**config.mk**
```make
export PLATFORM = sky130hd
export DESIGN_NAME = fetch_controller_flat
export DESIGN_NICKNAME = d
export VERILOG_FILES = /design/src/rtl/fetch_controller_if.sv /design/src/rtl/fetch_controller.sv /design/src/flat_wrapper.sv
export SDC_FILE = /design/constraint.sdc
export NUM_CORES = 1
export LEC_CHECK = 0
export BUFFER_PORTS_ARGS = -buffer_cell sky130_fd_sc_hd__buf_4
export CORE_UTILIZATION = 35
export DETAILED_ROUTE_END_ITERATION = 12
export PLACE_DENSITY = 0.63
export SYNTH_ARGS = -nofsm -noshare
export SYNTH_HDL_FRONTEND = slang
export SYNTH_SLANG_ARGS = --single-unit
```
**constraint.sdc**
```tcl
create_clock -name clk -period 5.4 [get_ports clk]
set_input_delay 0.81 -clock clk [delete_from_list [all_inputs] [get_ports clk]]
set_output_delay 0.81 -clock clk [all_outputs]
set_load 0.01 [all_outputs]
```
**src/rtl/fetch_controller_if.sv**
```systemverilog
// fetch_controller_if: bundles the instruction-memory request/response port
// and the fetched-instruction handshake toward decode.
// master = fetch controller side, slave = memory/decode side.
interface fetch_controller_if #(
    parameter int ADDR_W = 32
);
    logic              imem_req;
    logic [ADDR_W-1:0] imem_addr;
    logic              imem_ready;
    logic [31:0]       imem_rdata;
    logic              instr_valid;
    logic [31:0]       instr;
    logic [ADDR_W-1:0] instr_pc;
    logic              instr_ready;

    modport master (
        output imem_req,
        output imem_addr,
        input  imem_ready,
        input  imem_rdata,
        output instr_valid,
        output instr,
        output instr_pc,
        input  instr_ready
    );

    modport slave (
        input  imem_req,
        input  imem_addr,
        output imem_ready,
        output imem_rdata,
        input  instr_valid,
        input  instr,
        input  instr_pc,
        output instr_ready
    );
endinterface

```
**src/rtl/fetch_controller.sv**
```systemverilog
// fetch_controller: owns the PC, issues one handshaked instruction-memory
// request at a time, buffers the returned word toward decode and applies
// branch / redirect updates to the PC.
// Optional macro FETCH_PERF_CNT_EN adds saturating performance counters
// (perf_fetched, perf_mem_wait, perf_flush).
module fetch_controller #(
    parameter int                ADDR_W   = 32,
    parameter logic [ADDR_W-1:0] RESET_PC = '0
) (
    input  logic                 clk,
    input  logic                 reset_n,
    input  logic                 stall,
    input  logic                 branch,
    input  logic [ADDR_W-1:0]    branch_offset,
    input  logic                 redirect,
    input  logic [ADDR_W-1:0]    redirect_pc,
`ifdef FETCH_PERF_CNT_EN
    output logic [31:0]          perf_fetched,
    output logic [31:0]          perf_mem_wait,
    output logic [31:0]          perf_flush,
`endif
    fetch_controller_if.master   bus
);

    typedef enum logic [1:0] {
        IDLE,
        FETCH,
        HOLD
    } state_t;

    state_t            state_q, state_d;
    logic [ADDR_W-1:0] pc_q, pc_d;
    logic [31:0]       instrWord_q, instrWord_d;
    logic [ADDR_W-1:0] instrPc_q, instrPc_d;
    logic              instrValid_q, instrValid_d;

    logic              imemReq;
    logic              memAccept;
    logic              holdAccept;
    logic              flush;
    logic [ADDR_W-1:0] stepPc;
    logic [ADDR_W-1:0] nextPc;

    // Handshake qualifiers and the sequential PC after an accepted instruction.
    always_comb begin
        imemReq    = (state_q == FETCH) && !stall;
        memAccept  = imemReq && bus.imem_ready;
        holdAccept = (state_q == HOLD) && bus.instr_ready;
        flush      = redirect && (state_q != IDLE);
        stepPc     = pc_q + ADDR_W'(4) + (branch ? branch_offset : '0);
        nextPc     = stepPc & ~ADDR_W'(3);
    end

    // Next-state logic; a redirect overrides every other transition.
    always_comb begin
        state_d      = state_q;
        pc_d         = pc_q;
        instrWord_d  = instrWord_q;
        instrPc_d    = instrPc_q;
        instrValid_d = instrValid_q;

        case (state_q)
            IDLE: begin
                state_d = FETCH;
            end
            FETCH: begin
                if (memAccept) begin
                    instrWord_d  = bus.imem_rdata;
                    instrPc_d    = pc_q;
                    instrValid_d = 1'b1;
                    state_d      = HOLD;
                end
            end
            HOLD: begin
                if (holdAccept) begin
                    instrValid_d = 1'b0;
                    pc_d         = nextPc;
                    state_d      = FETCH;
                end
            end
            default: begin
                state_d = IDLE;
            end
        endcase

        if (flush) begin
            pc_d         = redirect_pc & ~ADDR_W'(3);
            instrValid_d = 1'b0;
            instrWord_d  = instrWord_q;
            instrPc_d    = instrPc_q;
            state_d      = FETCH;
        end
    end

    // State, PC and instruction buffer registers.
    always_ff @(posedge clk or negedge reset_n) begin
        if (!reset_n) begin
            state_q      <= IDLE;
            pc_q         <= RESET_PC;
            instrWord_q  <= '0;
            instrPc_q    <= '0;
            instrValid_q <= 1'b0;
        end else begin
            state_q      <= state_d;
            pc_q         <= pc_d;
            instrWord_q  <= instrWord_d;
            instrPc_q    <= instrPc_d;
            instrValid_q <= instrValid_d;
        end
    end

    assign bus.imem_req    = imemReq;
    assign bus.imem_addr   = pc_q;
    assign bus.instr_valid = instrValid_q;
    assign bus.instr       = instrWord_q;
    assign bus.instr_pc    = instrPc_q;

`ifdef FETCH_PERF_CNT_EN
    logic [31:0] perfFetched_q;
    logic [31:0] perfMemWait_q;
    logic [31:0] perfFlush_q;

    // Saturating event counters for fetch throughput analysis.
    always_ff @(posedge clk or negedge reset_n) begin
        if (!reset_n) begin
            perfFetched_q <= '0;
            perfMemWait_q <= '0;
            perfFlush_q   <= '0;
        end else begin
            if (holdAccept && !flush && (perfFetched_q != '1)) begin
                perfFetched_q <= perfFetched_q + 32'd1;
            end
            if (imemReq && !bus.imem_ready && (perfMemWait_q != '1)) begin
                perfMemWait_q <= perfMemWait_q + 32'd1;
            end
            if (flush && (perfFlush_q != '1)) begin
                perfFlush_q <= perfFlush_q + 32'd1;
            end
        end
    end

    assign perf_fetched  = perfFetched_q;
    assign perf_mem_wait = perfMemWait_q;
    assign perf_flush    = perfFlush_q;
`endif

endmodule

```
**src/flat_wrapper.sv**
```systemverilog
// flat-port wrapper written by rule: the top's interface ports become plain ports
module fetch_controller_flat 
#(
    parameter int                ADDR_W   = 32,
    parameter logic [ADDR_W-1:0] RESET_PC = '0
)
  (clk, reset_n, stall, branch, branch_offset, redirect, redirect_pc, bus_imem_req, bus_imem_addr, bus_imem_ready, bus_imem_rdata, bus_instr_valid, bus_instr, bus_instr_pc, bus_instr_ready);
  fetch_controller_if #(.ADDR_W(ADDR_W)) bus_i ();
  input  logic clk;
  input  logic reset_n;
  input  logic stall;
  input  logic branch;
  input  logic [ADDR_W-1:0] branch_offset;
  input  logic redirect;
  input  logic [ADDR_W-1:0] redirect_pc;
  output wire logic [$bits(bus_i.imem_req)-1:0] bus_imem_req;
  output wire logic [$bits(bus_i.imem_addr)-1:0] bus_imem_addr;
  input wire logic [$bits(bus_i.imem_ready)-1:0] bus_imem_ready;
  input wire logic [$bits(bus_i.imem_rdata)-1:0] bus_imem_rdata;
  output wire logic [$bits(bus_i.instr_valid)-1:0] bus_instr_valid;
  output wire logic [$bits(bus_i.instr)-1:0] bus_instr;
  output wire logic [$bits(bus_i.instr_pc)-1:0] bus_instr_pc;
  input wire logic [$bits(bus_i.instr_ready)-1:0] bus_instr_ready;
  assign bus_imem_req = bus_i.imem_req;
  assign bus_imem_addr = bus_i.imem_addr;
  assign bus_i.imem_ready = bus_imem_ready;
  assign bus_i.imem_rdata = bus_imem_rdata;
  assign bus_instr_valid = bus_i.instr_valid;
  assign bus_instr = bus_i.instr;
  assign bus_instr_pc = bus_i.instr_pc;
  assign bus_i.instr_ready = bus_instr_ready;
  fetch_controller #(.ADDR_W(ADDR_W), .RESET_PC(RESET_PC)) u_core (.clk(clk), .reset_n(reset_n), .stall(stall), .branch(branch), .branch_offset(branch_offset), .redirect(redirect), .redirect_pc(redirect_pc), .bus(bus_i));
endmodule
```
### Word level (Yosys, flattened, before mapping)

Index checks and enable logic that the tools add are counted.

* add/sub/neg operators: 2
* eq/ne operators: 4
* reduce and logical (&&, ||, !) cells: 14
* bitwise logic cells: 1
* mux-type cells: 12

Operator list (count)
* $mux 32: 4
* $add 32x3->32 const B: 1
* $add 32x32->32: 1
* $mux 2: 3
* $ne 3x1->1 const B: 2
* $pmux 2 s3: 1
* $reduce_and 3->1: 2
* $reduce_bool 2->1: 3
* $logic_and 1x1->1: 4
* $reduce_and 2->1: 2
* $mux 1: 3
* $reduce_bool 3->1: 1
* $eq 2x1->1 const B: 1
* $eq 2x2->1 const B: 1
* $logic_not 2->1: 1
* $pmux 1 s2: 1
* $logic_not 1->1: 1
* $not 1->1: 1

* output and inout port bits: 98
* bits of input ports: 103
* word-level logic and storage cells: 38
* bits in registers: 99

### Logic depth before layout (Yosys ltp)

* depth after elaboration: 6
* depth in mapped cells: 14
* mapped depth without buffers: 13

### Least setup slack after synthesis

Ideal clock, no wire load.

* path kind: input to register
* from: input port branch
* to: register u_core.pc_q[31] (netlist: u_core.bus.imem_addr[31])
* arrival time: 3.468 ns
* path slack: 1.804 ns
* stages on the path: 13
* library setup time: 0.128 ns
* data required time: 5.272 ns
* buffers on the path: 2
* path through: clkbuf_1 > clkbuf_1 > and2_1 > ha_1 > ha_1 > a211oi_2 > o21ai_1 > a221oi_2 > o21ai_2 > a21bo_1 > a311oi_2 > mux2i_1 > nand3_1

* word-level cells in the longest chain between the ends: 5

Ends and longest elaborated chain
* start: declaration: line flat_wrapper.sv:12 `input logic branch;`
* $mux 32: line fetch_controller.sv:50 `stepPc = pc_q + ADDR_W'(4) + (branch ? branch_offset : '0);`
* $add 32x32->32: line fetch_controller.sv:50
* $mux 32: line fetch_controller.sv:75 `if (holdAccept) begin`
* $mux 32: line fetch_controller.sv:62 `case (state_q)`
* $mux 32: line fetch_controller.sv:86 `if (flush) begin`
* end signal: assignment: line fetch_controller.sv:105 `pc_q <= pc_d;`
* end: declaration: line fetch_controller.sv:32 `logic [ADDR_W-1:0] pc_q, pc_d;`

No other way between the ends. The select of a mux whose other input is x is not followed.
A chain may end at the register's enable or synchronous reset.

### Final worst setup path

Same ends and word-level chain as after synthesis.

==> impl_metrics.py <==
metrics = {
    "status": {
        "status": "finished, final reports clean",
    },
    "yosys": {
        "synthTopCellsByArea": "dfrtp_1, ha_1, mux2_2",
        "synth_top_area_share_pct": 40.01,
        "synth.distinct_cells": 58,
        "synth_warnings": 0,
        "syn-cell-area_um2": 5942,
        "yosys-top-cells-count": "dfrtp_1, mux2_2, ha_1",
        "yosysSeqAreaShare_pct": 40.01,
        "post-synth-top-count-cell": "dfrtp_1",
        "syn_avg_cell_area_um2": 10.19,
        "async_flop_share_pct": 100.0,
        "synth-edff-count": 0,
        "synthCells": 583,
        "yosysTopAreaCell": "dfrtp_1",
        "synth-main-ff-cell": "dfrtp_1",
        "synth-seq-cells": 95,
    },
    "clock_tree": {
        "clkTransAtPathRegs_ns": 0.07,
        "tritoncts": "built",
        "cts_buffers": 9,
        "cts_hold_buf": 0,
        "cts_max_level": 3,
        "cts-resized-gates": 0,
        "clockBufferDepth": 2,
        "cts.sinks": 95,
        "clkLatencyLatePin_ns": 0.36,
        "cts-root-buf": "clkbuf_16",
        "post_cts_buffers": 0,
    },
    "placement": {
        "place_worst_setup_slack_ns": 1.348,
        "io_buffers": 192,
        "place_congestion": 0.8526,
        "dpl.hpwl_um": 11870,
    },
    "floorplanning": {
        "die_y_um": 132.3,
        "core_um2": 16580,
        "dieArea_um2": 17500,
        "start_util_pct": 35.83,
        "ios": 201,
        "fp.dieW_um": 132.3,
        "rows": 47,
    },
    "critical_path": {
        "path_max_fanout": 30,
        "start_kind": "primary input",
        "crit_start": "branch",
        "r2r_cells": 11,
        "rrSetupSlack_ns": 2.19,
        "path_class": "primary input to flop",
        "crit_arrival_ns": 3.88,
        "crit_end": "u_core.bus.imem_addr[31]",
        "r2r-start": "u_core.bus.imem_addr[3]",
        "timing.rr.end": "u_core.bus.imem_addr[31]",
        "crit_path_end_kind": "flop",
        "worstPathRequired_ns": 5.64,
    },
    "hold_path": {
        "hp-class": "primary input to async pin",
    },
    "route": {
        "wl_per_cell_um": 16.04,
        "remaining_drc_errors": 0,
        "wl_um": 15900,
        "drt_first_pass_iters": 4,
        "ant_nets": 0,
        "first_iter_violations": 244,
        "viasPerCell": 5.062,
        "vias": 5016,
    },
    "global_routing": {
        "antenna_found_initial": 0,
        "track_usage_pct": 18.38,
        "grt_pass1_wl_um": 25660,
        "overflow": 0,
        "grt_max_degree": 62,
        "grt_use_met2_pct": 31.86,
        "busiest_layer": "met2",
        "grt_pass1_vias": 5158,
        "met1_usage_pct": 22.57,
        "use_met3_pct": 3.652,
    },
    "sta": {
        "max_slew_margin_pct": 27.60,
        "finalSetupViolCount": 0,
        "fmaxAchievable_mhz": 274.1,
        "tightest_slew_ns": 1.086,
        "layout_worst_path_cycle_share_pct": 67.55,
        "rsz0062_at_grt": "false",
        "fin_skew_ns": 0.005647,
        "slew_violations": 0,
        "timing_hold_violations_final": 0,
        "period_needed_ns": 3.648,
        "worst_slack_ns": 1.752,
        "tns_ns": 0,
    },
    "cells_and_area": {
        "areaGrowthSynthToFinish_pct": 32.51,
        "antennaDiodeCount": 0,
        "post-route-util_pct": 47.48,
        "drive_above_1_share_pct": 37.87,
        "nets": 930,
    },
    "power": {
        "power.leakage_nw": 3.751,
        "p_per_area_nw_per_um2": 536.4,
        "vdd_drop_max_mv": 0.2236,
    },
    "run": {
        "maxCapViolations": 0,
    },
}
==> where the power goes <==
part | switching, W | internal (W)
combinational | 0.00113 | 0.00116
sequential | 0.000247 | 0.00105
clock | 0.000308 | 0.000321
==> state kept, by name, summed over array words and instances, names as in the netlist <==
register	flops
u_core.state_q	2
u_core.bus.instr_pc	30
u_core.bus.imem_addr	30
u_core.bus.instr_valid	1
u_core.bus.instr	32
==> cell type report <==
| class | count | area [µm²] |
|---|---|---|
| Clock inverter | 6 | 53.80 |
| Fill cell | 1582 | 8710 |
| Sequential cell | 95 | 2377 |
| Tap cell | 220 | 275.3 |
| Multi-Input combinational cell | 453 | 3413 |
| Inverter | 11 | 41.29 |
| Timing Repair Buffer | 196 | 1484 |
| Clock buffer | 10 | 229.0 |
==> stage by stage <==
stage | std cells | hold WS (ns) | instance area (µm²) | power (W)
6_report | 991 | 0.4186 | 7874 | 0.004223
5_1_grt | 991 | 0.4474 | 7874 | 0.004533
4_1_cts | 991 | 0.4321 | 7874 | 0.004260
3_5_place_dp | 975 | 0.4971 | 7591 | 0.003615
3_3_place_gp | 975 | 0.4903 | 7591 | 0.003537
2_1_floorplan | 586 | 0.5144 | 5953 | 0.002689
==> worst max-delay path: stages <==
cell	delay (ns)
buf_4	0.28
and2_1	0.19
ha_1	0.23
ha_1	0.24
fa_1	0.44
a211oi_1	0.33
o211ai_2	0.16
nand3_1	0.15
o21ai_2	0.11
a21bo_1	0.23
a311oi_2	0.40
mux2i_1	0.23
nand3_1	0.09
==> kinds of logic after synthesis <==
group,Yosys count,synth area share (%)
muxes,65,12.34
DFF,95,40.01
adders and majority gates,61,12.97
xor gates and xnor gates,23,3.390
and+or+nand+nor,157,12.74
AOI/OAI and AO/OA,143,15.62
buffers and inverters,38,2.864
other,1,0.06311
==> cells in the final DEF, fill, tap and decap left out, types with 2 or more instances in the layout <==
cell type	Yosys	final
nand3_1	8	8
nor2_1	45	45
a211oi_1	4	4
xor2_1	10	10
clkbuf_16	0	9
a22oi_1	6	6
nor3_1	6	6
a311oi_1	2	2
a31oi_1	9	9
and2_1	29	29
clkinvlp_4	0	3
nand4_1	3	3
xnor2_1	13	13
o21bai_1	3	3
inv_1	11	11
nand2_1	44	44
o21ai_1	15	15
ha_1	60	60
nand2b_1	2	2
and3_1	5	5
a21oi_1	54	54
o211ai_2	2	2
a211oi_2	2	2
o21ai_0	15	15
mux2i_1	2	2
inv_8	0	2
o2111ai_1	3	3
o21a_1	2	2
dfrtp_1	95	95
conb_1	1	4
a21o_1	10	10
a21oi_2	2	2
a221oi_2	2	2
buf_4	4	195
mux2_2	62	62
a41oi_1	2	2
nor2b_1	5	4
==> worst min path at each step <==
stage,from,endpoint,depth (start not counted)
floorplan,reset_n,u_core.bus.imem_addr[10],0
global placement,u_core.bus.instr_pc[29],u_core.bus.instr_pc[29],1
detailed placement,u_core.bus.instr_pc[8],u_core.bus.instr_pc[8],1
CTS,reset_n,u_core.bus.imem_addr[23],1
global route,reset_n,u_core.bus.instr_pc[23],1
finish,reset_n,u_core.bus.imem_addr[23],1
==> metal layers <==
| layer | part of all wire (%) | vias to the layer above |
|---|---|---|
| met4 | 1.9 | 0 |
| met1 | 44 | 2381 |
| met3 | 5.9 | 22 |
| met2 | 48 | 151 |
| met5 | 0 | - |
| li1 | - | 2462 |
Power figures use the tool's default switching activity.
